**src/rtl/cardinal_nic_fifo_if.sv**
```systemverilog
// +----------------------------------------------------------------------------+
// | cardinal_nic_fifo_if : processor and ring buses of the FIFO-based NIC      |
// | Rev 1.0                                                                    |
// +----------------------------------------------------------------------------+
`default_nettype none

interface cardinal_nic_fifo_if #(
  parameter int DATA_WIDTH = 64
);
  // Processor side
  logic [1:0]            addr;
  logic [0:DATA_WIDTH-1] d_in;
  logic [0:DATA_WIDTH-1] d_out;
  logic                  nicEn;
  logic                  nicWrEn;
  // Ring side
  logic                  net_si;
  logic                  net_ri;
  logic [0:DATA_WIDTH-1] net_di;
  logic                  net_so;
  logic                  net_ro;
  logic [0:DATA_WIDTH-1] net_do;
  logic                  net_polarity;

  // master: processor + ring node; slave: the NIC
  modport master (
    output addr, d_in, nicEn, nicWrEn,
    output net_si, net_di, net_ro, net_polarity,
    input  d_out, net_ri, net_so, net_do
  );

  modport slave (
    input  addr, d_in, nicEn, nicWrEn,
    input  net_si, net_di, net_ro, net_polarity,
    output d_out, net_ri, net_so, net_do
  );
endinterface

`default_nettype wire

```
**src/rtl/cardinal_nic_fifo.sv**
```systemverilog
// +----------------------------------------------------------------------------+
// | cardinal_nic_fifo : NIC with DEPTH-entry IN/OUT FIFOs and occupancy status |
// | Rev 1.0                                                                    |
// +----------------------------------------------------------------------------+
`default_nettype none

module cardinal_nic_fifo #(
  parameter int DATA_WIDTH = 64,
  parameter int DEPTH      = 4,
  parameter int VC_BIT     = 0
) (
  input  logic                    clk,
  input  logic                    reset,
  cardinal_nic_fifo_if.slave      bus
);

  localparam int PTR_W = $clog2(DEPTH);
  localparam int CNT_W = $clog2(DEPTH) + 1;
  localparam logic [CNT_W-1:0] FULL_CNT = CNT_W'(DEPTH);
  localparam logic [PTR_W-1:0] PTR_ONE  = PTR_W'(1);
  localparam logic [CNT_W-1:0] CNT_ONE  = CNT_W'(1);

  // Status field positions in the big-endian data word
  localparam int IN_CNT_LO  = DATA_WIDTH - 1 - CNT_W;
  localparam int IN_CNT_HI  = DATA_WIDTH - 2;
  localparam int OUT_CNT_LO = DATA_WIDTH - 2 - CNT_W;
  localparam int OUT_CNT_HI = DATA_WIDTH - 3;

  localparam logic [1:0] ADDR_IN_DATA    = 2'b00;
  localparam logic [1:0] ADDR_IN_STATUS  = 2'b01;
  localparam logic [1:0] ADDR_OUT_DATA   = 2'b10;
  localparam logic [1:0] ADDR_OUT_STATUS = 2'b11;

  logic [0:DATA_WIDTH-1] r_in_mem  [DEPTH];
  logic [0:DATA_WIDTH-1] r_out_mem [DEPTH];
  logic [PTR_W-1:0]      r_in_rd, r_in_wr, r_out_rd, r_out_wr;
  logic [CNT_W-1:0]      r_in_cnt, r_out_cnt;
  logic                  r_ovf;

  logic                  w_in_empty, w_in_full, w_out_empty, w_out_full;
  logic                  w_proc_rd, w_proc_wr;
  logic                  w_in_push, w_in_pop, w_out_push, w_out_pop;
  logic                  w_out_wr_req, w_ovf_set, w_ovf_clr;
  logic                  w_net_ri, w_net_so;
  logic [0:DATA_WIDTH-1] w_in_head, w_out_head, w_d_out;

  assign w_in_empty  = (r_in_cnt == '0);
  assign w_in_full   = (r_in_cnt == FULL_CNT);
  assign w_out_empty = (r_out_cnt == '0);
  assign w_out_full  = (r_out_cnt == FULL_CNT);

  assign w_in_head   = r_in_mem[r_in_rd];
  assign w_out_head  = r_out_mem[r_out_rd];

  assign w_proc_rd   = bus.nicEn && !bus.nicWrEn;
  assign w_proc_wr   = bus.nicEn &&  bus.nicWrEn;

  // Ring side: accept while not full, send only when the head's VC matches the phase
  assign w_net_ri    = !reset && !w_in_full;
  assign w_in_push   = bus.net_si && w_net_ri;
  assign w_net_so    = !w_out_empty && bus.net_ro &&
                       (w_out_head[VC_BIT] == bus.net_polarity);
  assign w_out_pop   = w_net_so;

  // Processor side; a full OUT drops the write even if the ring pops this cycle
  assign w_in_pop     = w_proc_rd && (bus.addr == ADDR_IN_DATA) && !w_in_empty;
  assign w_out_wr_req = w_proc_wr && (bus.addr == ADDR_OUT_DATA);
  assign w_out_push   = w_out_wr_req && !w_out_full;
  assign w_ovf_set    = w_out_wr_req && w_out_full;
  assign w_ovf_clr    = w_proc_rd && (bus.addr == ADDR_OUT_STATUS);

  always_ff @(posedge clk or posedge reset) begin
    if (reset) begin
      for (int i = 0; i < DEPTH; i++) begin
        r_in_mem[i]  <= '0;
        r_out_mem[i] <= '0;
      end
    end else begin
      if (w_in_push)  r_in_mem[r_in_wr]   <= bus.net_di;
      if (w_out_push) r_out_mem[r_out_wr] <= bus.d_in;
    end
  end

  always_ff @(posedge clk or posedge reset) begin
    if (reset) begin
      r_in_rd  <= '0;
      r_in_wr  <= '0;
      r_in_cnt <= '0;
    end else begin
      if (w_in_push) r_in_wr <= r_in_wr + PTR_ONE;
      if (w_in_pop)  r_in_rd <= r_in_rd + PTR_ONE;
      case ({w_in_push, w_in_pop})
        2'b10:   r_in_cnt <= r_in_cnt + CNT_ONE;
        2'b01:   r_in_cnt <= r_in_cnt - CNT_ONE;
        default: r_in_cnt <= r_in_cnt;
      endcase
    end
  end

  always_ff @(posedge clk or posedge reset) begin
    if (reset) begin
      r_out_rd  <= '0;
      r_out_wr  <= '0;
      r_out_cnt <= '0;
    end else begin
      if (w_out_push) r_out_wr <= r_out_wr + PTR_ONE;
      if (w_out_pop)  r_out_rd <= r_out_rd + PTR_ONE;
      case ({w_out_push, w_out_pop})
        2'b10:   r_out_cnt <= r_out_cnt + CNT_ONE;
        2'b01:   r_out_cnt <= r_out_cnt - CNT_ONE;
        default: r_out_cnt <= r_out_cnt;
      endcase
    end
  end

  // Sticky overflow: a new drop takes priority over the status-read clear
  always_ff @(posedge clk or posedge reset) begin
    if (reset)          r_ovf <= 1'b0;
    else if (w_ovf_set) r_ovf <= 1'b1;
    else if (w_ovf_clr) r_ovf <= 1'b0;
  end

  always_comb begin
    w_d_out = '0;
    if (w_proc_rd) begin
      case (bus.addr)
        ADDR_IN_DATA: begin
          if (!w_in_empty) w_d_out = w_in_head;
        end
        ADDR_IN_STATUS: begin
          w_d_out[DATA_WIDTH-1]        = !w_in_empty;
          w_d_out[IN_CNT_LO:IN_CNT_HI] = r_in_cnt;
        end
        ADDR_OUT_STATUS: begin
          w_d_out[DATA_WIDTH-1]          = w_out_full;
          w_d_out[DATA_WIDTH-2]          = r_ovf;
          w_d_out[OUT_CNT_LO:OUT_CNT_HI] = r_out_cnt;
        end
        default: w_d_out = '0;
      endcase
    end
  end

  assign bus.d_out  = w_d_out;
  assign bus.net_ri = w_net_ri;
  assign bus.net_so = w_net_so;
  assign bus.net_do = w_out_head;

endmodule

`default_nettype wire

```
**src/flat_wrapper.sv**
```systemverilog
// flat-port wrapper written by rule: the top's interface ports become plain ports
module cardinal_nic_fifo_flat 
#(
  parameter int DATA_WIDTH = 64,
  parameter int DEPTH      = 4,
  parameter int VC_BIT     = 0
)
  (clk, reset, bus_addr, bus_d_in, bus_nicEn, bus_nicWrEn, bus_net_si, bus_net_di, bus_net_ro, bus_net_polarity, bus_d_out, bus_net_ri, bus_net_so, bus_net_do);
  cardinal_nic_fifo_if #(.DATA_WIDTH(DATA_WIDTH)) bus_i ();
  input  logic clk;
  input  logic reset;
  input wire logic [$bits(bus_i.addr)-1:0] bus_addr;
  input wire logic [$bits(bus_i.d_in)-1:0] bus_d_in;
  input wire logic [$bits(bus_i.nicEn)-1:0] bus_nicEn;
  input wire logic [$bits(bus_i.nicWrEn)-1:0] bus_nicWrEn;
  input wire logic [$bits(bus_i.net_si)-1:0] bus_net_si;
  input wire logic [$bits(bus_i.net_di)-1:0] bus_net_di;
  input wire logic [$bits(bus_i.net_ro)-1:0] bus_net_ro;
  input wire logic [$bits(bus_i.net_polarity)-1:0] bus_net_polarity;
  output wire logic [$bits(bus_i.d_out)-1:0] bus_d_out;
  output wire logic [$bits(bus_i.net_ri)-1:0] bus_net_ri;
  output wire logic [$bits(bus_i.net_so)-1:0] bus_net_so;
  output wire logic [$bits(bus_i.net_do)-1:0] bus_net_do;
  assign bus_i.addr = bus_addr;
  assign bus_i.d_in = bus_d_in;
  assign bus_i.nicEn = bus_nicEn;
  assign bus_i.nicWrEn = bus_nicWrEn;
  assign bus_i.net_si = bus_net_si;
  assign bus_i.net_di = bus_net_di;
  assign bus_i.net_ro = bus_net_ro;
  assign bus_i.net_polarity = bus_net_polarity;
  assign bus_d_out = bus_i.d_out;
  assign bus_net_ri = bus_i.net_ri;
  assign bus_net_so = bus_i.net_so;
  assign bus_net_do = bus_i.net_do;
  cardinal_nic_fifo #(.DATA_WIDTH(DATA_WIDTH), .DEPTH(DEPTH), .VC_BIT(VC_BIT)) u_core (.clk(clk), .reset(reset), .bus(bus_i));
endmodule
```
**config.mk**
```make
export PLATFORM = sky130hd
export DESIGN_NAME = cardinal_nic_fifo_flat
export DESIGN_NICKNAME = d
export VERILOG_FILES = /design/src/rtl/cardinal_nic_fifo_if.sv /design/src/rtl/cardinal_nic_fifo.sv /design/src/flat_wrapper.sv
export SDC_FILE = /design/constraint.sdc
export NUM_CORES = 1
export LEC_CHECK = 0
export ABC_AREA = 1
export CORE_MARGIN = 1.5
export CORE_UTILIZATION = 61
export DETAILED_ROUTE_END_ITERATION = 16
export PLACE_DENSITY = 0.85
export SYNTH_ARGS = -nofsm -noshare
export SYNTH_HDL_FRONTEND = slang
export SYNTH_SLANG_ARGS = --single-unit
```
**constraint.sdc**
```tcl
create_clock -name clk -period 29.7 [get_ports clk]
set_clock_uncertainty 0.1 [all_clocks]
set_input_delay 7.425 -clock clk [delete_from_list [all_inputs] [get_ports clk]]
set_output_delay 7.425 -clock clk [all_outputs]
set_load 0.03 [all_outputs]
```
-- Yosys cells after proc, flatten, opt, wreduce, memory -nomap -nowiden
Cells that the tools add are included.
- bits in registers: 527
- input port bits: 137
- word-level logic and storage cells: 90
- add/subtract/negate cells: 8
- magnitude comparators: 6
- equality and inequality tests: 10
- muxes and demuxes: 21
- bitwise logic cells: 4
- reductions and logical operators: 26
- operators by type and width (cell ; number):
    $bwmux 256 ; 2
    $mux 64 ; 8
    $bmux 64 s2 ; 2
    $demux 64 s2 ; 2
    $mux 59 ; 1
    $logic_and 1x1->1 ; 14
    $ge 3x3->1 const B ; 4
    $not 2->3 ; 4
    $pmux 3 s2 ; 2
    $pmux 4 s3 ; 1
    $add 2x1->2 const B ; 4
    $eq 2x2->1 const B ; 4
    $add 3x1->3 const B ; 2
    $eq 2x1->1 const B ; 3
    $eq 3x3->1 const B ; 2
    $logic_not 1->1 ; 6
    $logic_not 3->1 ; 2
    $lt 3x1->1 const B ; 2
    $reduce_bool 2->1 ; 3
    $sub 3x1->3 const B ; 2
    $logic_not 2->1 ; 1
    $mux 1 ; 2
    $pmux 1 s2 ; 1
    $eq 1x1->1 ; 1

-- Logic depth before layout (Yosys ltp)
Gate-level depths: netlist (run 1).
- word-level depth: 8
- depth in mapped cells: 13
- gate-level depth less buffers: 13

-- Least setup slack after synthesis (run 1)
Ideal clock, no wire load.
- path kind: input port to output port
- start point: input port bus_addr[0]
- end point: output port bus_d_out[53]
- data arrival time: 8.668 ns
- data required time: 22.175 ns
- path slack: 13.507 ns
- stages on the path: 8
- buffers on the path: 2
- cells stage by stage: inv_1 > ha_1 > nand2_2 > nor2_4 > inv_2 > buf_6 > buf_6 > a21oi_1
- cells in the longest elaborated chain, start to end: 3
- ends and longest elaborated chain (item ; line ; text):
    start, declared ; flat_wrapper.sv:12 ; input wire logic [$bits(bus_i.addr)-1:0] bus_addr;
    $logic_not 2->1 ; cardinal_nic_fifo.sv:126 ; case (bus.addr)
    $mux 59 ; cardinal_nic_fifo.sv:126 ;
    $mux 64 ; cardinal_nic_fifo.sv:125 ; if (w_proc_rd) begin
    end, declared ; flat_wrapper.sv:20 ; output wire logic [$bits(bus_i.d_out)-1:0] bus_d_out;
Every way passes these cells.

-- Worst setup path in the final report (run 1)
- start point: input port bus_addr[1]
- end point: output port bus_d_out[44]
The elaborated chain is that of the path after synthesis.

==> impl_metrics.yaml, run 1 <==
hold_path:
  worstHoldEndpoint: "u_core.r_in_mem[136]"
  worstHoldStart: "u_core.r_in_mem[136]"
  hold_class: "reg -> reg"
  hold_depth: 2
synth:
  postSynthAreaPerCell_um2: 8.16
  ys_ff_latch: 527
  synth_area_um2: 24400
  ys_seq_area_frac: 0.540
  syn_inst: 2991
  synth_edf_count: 0
  ys.flop_type: "dfrtp_1"
  syn_nets: 3145
  async_flop_share: 1.00
  ys_warn_count: 0
  synth.distinct_cells: 29
floorplan:
  row_count: 73
  coreArea_um2: 39600
  die_w_um: 203
  die_y_um: 203
  top_level_ports: 267
  initial_core_util: 0.616
  dieArea_um2: 41200
sta:
  slew_headroom: 0.220
  period_share: 0.591
  setup_tns_ns: 0
  setup_slack_ns: 12.16
  finalHoldViolations: 0
  final-max-slew-violation-count: 0
  setup_violations: 0
  min_period_ns: 17.54
  max_freq_mhz: 57.0
  rsz0062_at_grt: "no"
  whs_ns: 0.377
  tightestPinTransition_ns: 1.17
setup_path:
  startpoint: "bus_addr[1]"
  crit-reg2reg-launch: "u_core.r_out_rd[1]"
  worst_setup_path_start_kind: "input pin"
  reg2reg_setup_slack_ns: 25.81
  crit_fanout: 59
  cp.arrival_ns: 10.01
  crit_type: "in -> out"
  cp.required_ns: 22.18
  rr_worst_depth: 14
  r2r-end: "u_core.r_out_cnt[2]"
  crit_path_end_kind: "primary output"
placed_design:
  gp_congestion: 0.867
  dp_slack_ns: 12.18
  io_buffer_count: 266
  dp_hpwl_mm: 37.0
grt:
  grt_pass1_wl_mm: 110
  grt_pass1_vias: 21700
  grt_antenna_before_repair: 9
  grt_start_max_net_pins: 168
  grt.total_usage: 0.328
  grt-ovfl-total: 0
clock_tree:
  ctsHtreeMaxLevel: 2
  cts_setup_buffers: 0
  holdBufCountCts: 0
  clkTransAtPathRegs_ns: 0.06
  cts_buffers: 53
  cts_tree: "done"
  cts_max_path_buffers: 3
  clock_latency_ns: 0.60
  cts_resized: 0
  cts_sinks: 527
  cts-root-buf: "clkbuf_16"
drt:
  vias: 21800
  dr.pass1.iters: 6
  wire_per_inst_um: 18.3
  antenna_left: 0
  wirelength_mm: 67.3
  drc: 0
  avgViaCountPerCell: 5.94
  drt_iter0_markers: 2049
job:
  max_cap_viol_count: 0
finish:
  final_common_cell: "nand2_1"
  n_fill_cell: 2891
  layout_common_cells: "806 x nand2_1, 672 x o21ai_0, 524 x dfrtp_1"
  drive_gt1_frac: 0.0435
  syn_to_final_growth_pct: 16.8
  fin_nets: 3261
status:
  status: "finished, final reports clean"
power:
  p_per_area_nw_per_um2: 113
  power.leakage_nw: 13.7
  vdd_drop_max_mv: 0.0902
## cell families (layout without fill, tap and decap cells)
| group | Yosys count | count (layout) | share of synthesized area |
|---|---|---|---|
| other | 0 | 4 | 0 |
| AO/OA/AOI/OAI | 908 | 908 | 0.190 |
| AND/OR/NAND/NOR | 1207 | 1207 | 0.191 |
| flip-flops | 527 | 527 | 0.540 |
| XOR/XNOR | 8 | 8 | 0.00287 |
| adder cells (fa/ha/maj) | 17 | 17 | 0.00933 |
| buffers and inverters | 324 | 481 | 0.0662 |
## report_power, final
| group | internal, W | switching (W) | total, W |
|---|---|---|---|
| clock | 0.000402 | 0.000278 | 0.000680 |
| combinational | 0.000446 | 0.000876 | 0.00132 |
| sequential | 0.00105 | 0.000186 | 0.00123 |
## layout make-up
class,instances,area (um2),area share
clock buffers,85,1680,0.0588
inverters,97,373,0.0131
clock inverters,11,116,0.00408
diodes,4,10.0,0.000351
repair buffers,288,2840,0.0996
flip-flops and latches,527,13200,0.463
multi-input cells,2140,9650,0.338
well taps,525,657,0.0230
## worst max-delay path: stages
cell             delay [ns]
clkdlybuf4s50_1        0.54
inv_1                  0.09
ha_1                   0.19
nand2_2                0.10
nor2_4                 0.06
inv_2                  0.74
a21oi_1                0.15
clkdlybuf4s50_1        0.66
## state kept, by name, summed over array words and instances (netlist names)
signal	cells
u_core.r_in_mem	256
u_core.r_out_wr	2
u_core.r_out_mem	256
u_core.r_out_cnt	3
u_core.r_out_rd	2
u_core.r_in_rd	2
u_core.r_in_wr	2
u_core.r_in_cnt	3
u_core.r_ovf	1
## worst max-delay path by stage
stage,end,depth (start not counted)
2_1_floorplan,u_core.r_in_cnt[0],1
3_3_place_gp,bus_d_out[30],8
3_5_place_dp,bus_d_out[31],8
4_1_cts,bus_d_out[31],8
5_1_grt,bus_d_out[11],8
6_report,bus_d_out[44],8
## cell usage after synthesis (all sizes together), types with 6 or more instances
library cell / n / share of area
nor2: 383 / 0.062
buf: 118 / 0.035
ha: 15 / 0.0077
nand3: 14 / 0.0037
o21ai: 770 / 0.16
nand2: 807 / 0.12
xor2: 6 / 0.0022
dfrtp: 527 / 0.54
inv: 97 / 0.015
o22ai: 65 / 0.017
a21oi: 70 / 0.014
clkbuf: 109 / 0.017
## routing by layer
layer  vias to the layer above  global-route usage  wire [um]
met5                         -                   0         54
met4                         8               0.151       1980
met3                       163              0.0671       6300
met2                      1114               0.531      32200
met1                     10600               0.428      26800
li1                       9991                   -          -
## metrics by stage
step	instance area (um2)	power, W	util	std cells
after global routing	28500	0.00344	0.719	3675
after floorplan	24400	0.00208	-	2991
after global placement	26700	0.00247	0.674	3577
after detailed placement	26700	0.00253	0.674	3577
final	28500	0.00323	0.719	3677
after CTS	28500	0.00322	0.719	3673
Note: power is estimated with default switching activity, not from simulation.
==> run 2, diff against run 1 <==
--- a/config.mk
+++ b/config.mk
@@ -7,9 +7,9 @@
 export LEC_CHECK = 0
 export ABC_AREA = 1
 export CORE_MARGIN = 1.5
-export CORE_UTILIZATION = 61
+export CORE_UTILIZATION = 51
 export DETAILED_ROUTE_END_ITERATION = 16
-export PLACE_DENSITY = 0.85
+export PLACE_DENSITY = 0.76
 export SYNTH_ARGS = -nofsm -noshare
 export SYNTH_HDL_FRONTEND = slang
 export SYNTH_SLANG_ARGS = --single-unit
==> constraint.sdc (replaced) <==
create_clock -name clk -period 15.3 [get_ports clk]
set_clock_uncertainty 0.1 [all_clocks]
set_input_delay 3.825 -clock clk [delete_from_list [all_inputs] [get_ports clk]]
set_output_delay 3.825 -clock clk [all_outputs]
set_load 0.03 [all_outputs]
==> run 2 against run 1 <==
Effect of this change:
- worst hold slack got worse by 0.0030 ns
- combinational power rose by 92%
- sequential share of layout area shrank 0.40 points
- final cell count up 2.3%
- clock power is 110% higher
- sequential power up 94%
- wire length decreased by 1.1%
- via count fell by 2.8%
- non-clock buffer count unchanged
- critical path depth is the same
- largest cell class unchanged
==> impl_metrics.yaml, run 2 (synthesis results as in run 1) <==
drt:
  vias: 21200
  wire_per_inst_um: 17.7
  wirelength_mm: 66.6
  avgViaCountPerCell: 5.64
  antenna_left: 0
  dr.pass1.iters: 5
  drc: 0
  drt_iter0_markers: 2349
power:
  total_power_w: 0.00633
  power.leakage_nw: 13.8
  vdd_drop_max_mv: 0.137
  p_per_area_nw_per_um2: 220
floorplan:
  die_w_um: 222
  initial_core_util: 0.521
  coreArea_um2: 46900
  dieArea_um2: 49200
  row_count: 79
  die_y_um: 222
  top_level_ports: 267
finish:
  layout_common_cells: "806 x nand2_1, 672 x o21ai_0, 524 x dfrtp_1"
  top_regs: "u_core.r_in_mem (256), u_core.r_out_mem (256)"
  syn_to_final_growth_pct: 17.9
  drive_gt1_frac: 0.0466
  post-route-util: 0.614
  final_common_cell: "nand2_1"
  final_area_um2: 28800
  n_fill_cell: 3985
  fin_nets: 3263
sta:
  tightestPinTransition_ns: 1.21
  final-max-slew-violation-count: 0
  min_period_ns: 10.34
  finalHoldViolations: 0
  setup_violations: 0
  max_freq_mhz: 96.7
  setup_tns_ns: 0
  period_share: 0.676
  rsz0062_at_grt: "no"
  whs_ns: 0.374
  slew_headroom: 0.191
setup_path:
  cp.arrival_ns: 6.42
  crit_path_end_kind: "primary output"
  crit_type: "in -> out"
  crit_fanout: 59
  worst_setup_path_start_kind: "input pin"
  cp.required_ns: 11.38
grt:
  grt-ovfl-total: 0
  grt_pass1_vias: 20700
  grt_pass1_wl_mm: 109
  grt_antenna_before_repair: 3
  grt_start_max_net_pins: 193
  grt.total_usage: 0.270
clock_tree:
  cts-root-buf: "clkbuf_16"
  cts_resized: 0
  cts_tree: "done"
  clkTransAtPathRegs_ns: 0.06
  holdBufCountCts: 0
  cts_setup_buffers: 0
  cts_buffers: 55
  ctsHtreeMaxLevel: 2
  clock_latency_ns: 0.61
  cts_max_path_buffers: 3
  cts_sinks: 527
job:
  max_cap_viol_count: 0
status:
  status: "finished, final reports clean"
placed_design:
  placed_area_um2: 26800
  dp_hpwl_mm: 36.8
  gp_congestion: 0.845
  io_buffer_count: 266
hold_path:
  hold_class: "reg -> reg"
[run 2: area by class of cell]
type | count | area, um2 | area share
Inverter | 97 | 369 | 0.0128
Multi-Input combinational cell | 2140 | 9650 | 0.335
Clock inverter | 22 | 279 | 0.00970
Timing Repair Buffer | 288 | 2850 | 0.0992
Clock buffer | 79 | 1660 | 0.0576
Antenna cell | 2 | 5.00 | 0.000174
Sequential cell | 527 | 13200 | 0.459
Tap cell | 607 | 759 | 0.0264
[run 2: metal layers]
| metal | wire [um] | vias to the layer above | GRT usage |
|---|---|---|---|
| li1 | - | 10000 | - |
| met1 | 27600 | 10200 | 0.351 |
| met2 | 31600 | 827 | 0.442 |
| met3 | 5570 | 125 | 0.0661 |
| met4 | 1760 | 2 | 0.0988 |
| met5 | 17 | - | 0 |
[run 2: critical path, stage by stage]
cell,delay (ns)
clkdlybuf4s50_1,0.53
inv_1,0.10
ha_1,0.22
nand2_2,0.10
nor2_4,0.05
inv_2,0.73
a21oi_1,0.16
clkdlybuf4s50_1,0.66
[run 2: final timing paths]
check / startpoint / slack (ns) / depth (start not counted) / endpoint
worst max-delay path: bus_addr[0] / 4.96 / 8 / bus_d_out[40]
min in group asynchronous: reset / 3.68 / 2 / u_core.r_in_mem[58]
worst min register to register: u_core.r_in_mem[143] / 0.37 / 2 / u_core.r_in_mem[143]
worst max register to register: u_core.r_out_rd[0] / 10.96 / 13 / u_core.r_out_cnt[2]
worst min-delay path: u_core.r_in_mem[143] / 0.37 / 2 / u_core.r_in_mem[143]
max in group asynchronous: reset / 8.53 / 5 / u_core.r_out_mem[198]
[run 2: power breakdown]
group	internal [W]	total (W)	switching (W)
combinational	0.000864	0.00253	0.00167
clock	0.000851	0.00141	0.000554
sequential	0.00203	0.00239	0.000363
[run 2: stage by stage]
| step | std cells | setup WS (ns) |
|---|---|---|
| 2_1_floorplan | 2991 | 4.21 |
| 3_3_place_gp | 3659 | 5.17 |
| 3_5_place_dp | 3659 | 5.00 |
| 4_1_cts | 3760 | 4.99 |
| 5_1_grt | 3761 | 4.83 |
| 6_report | 3762 | 4.96 |
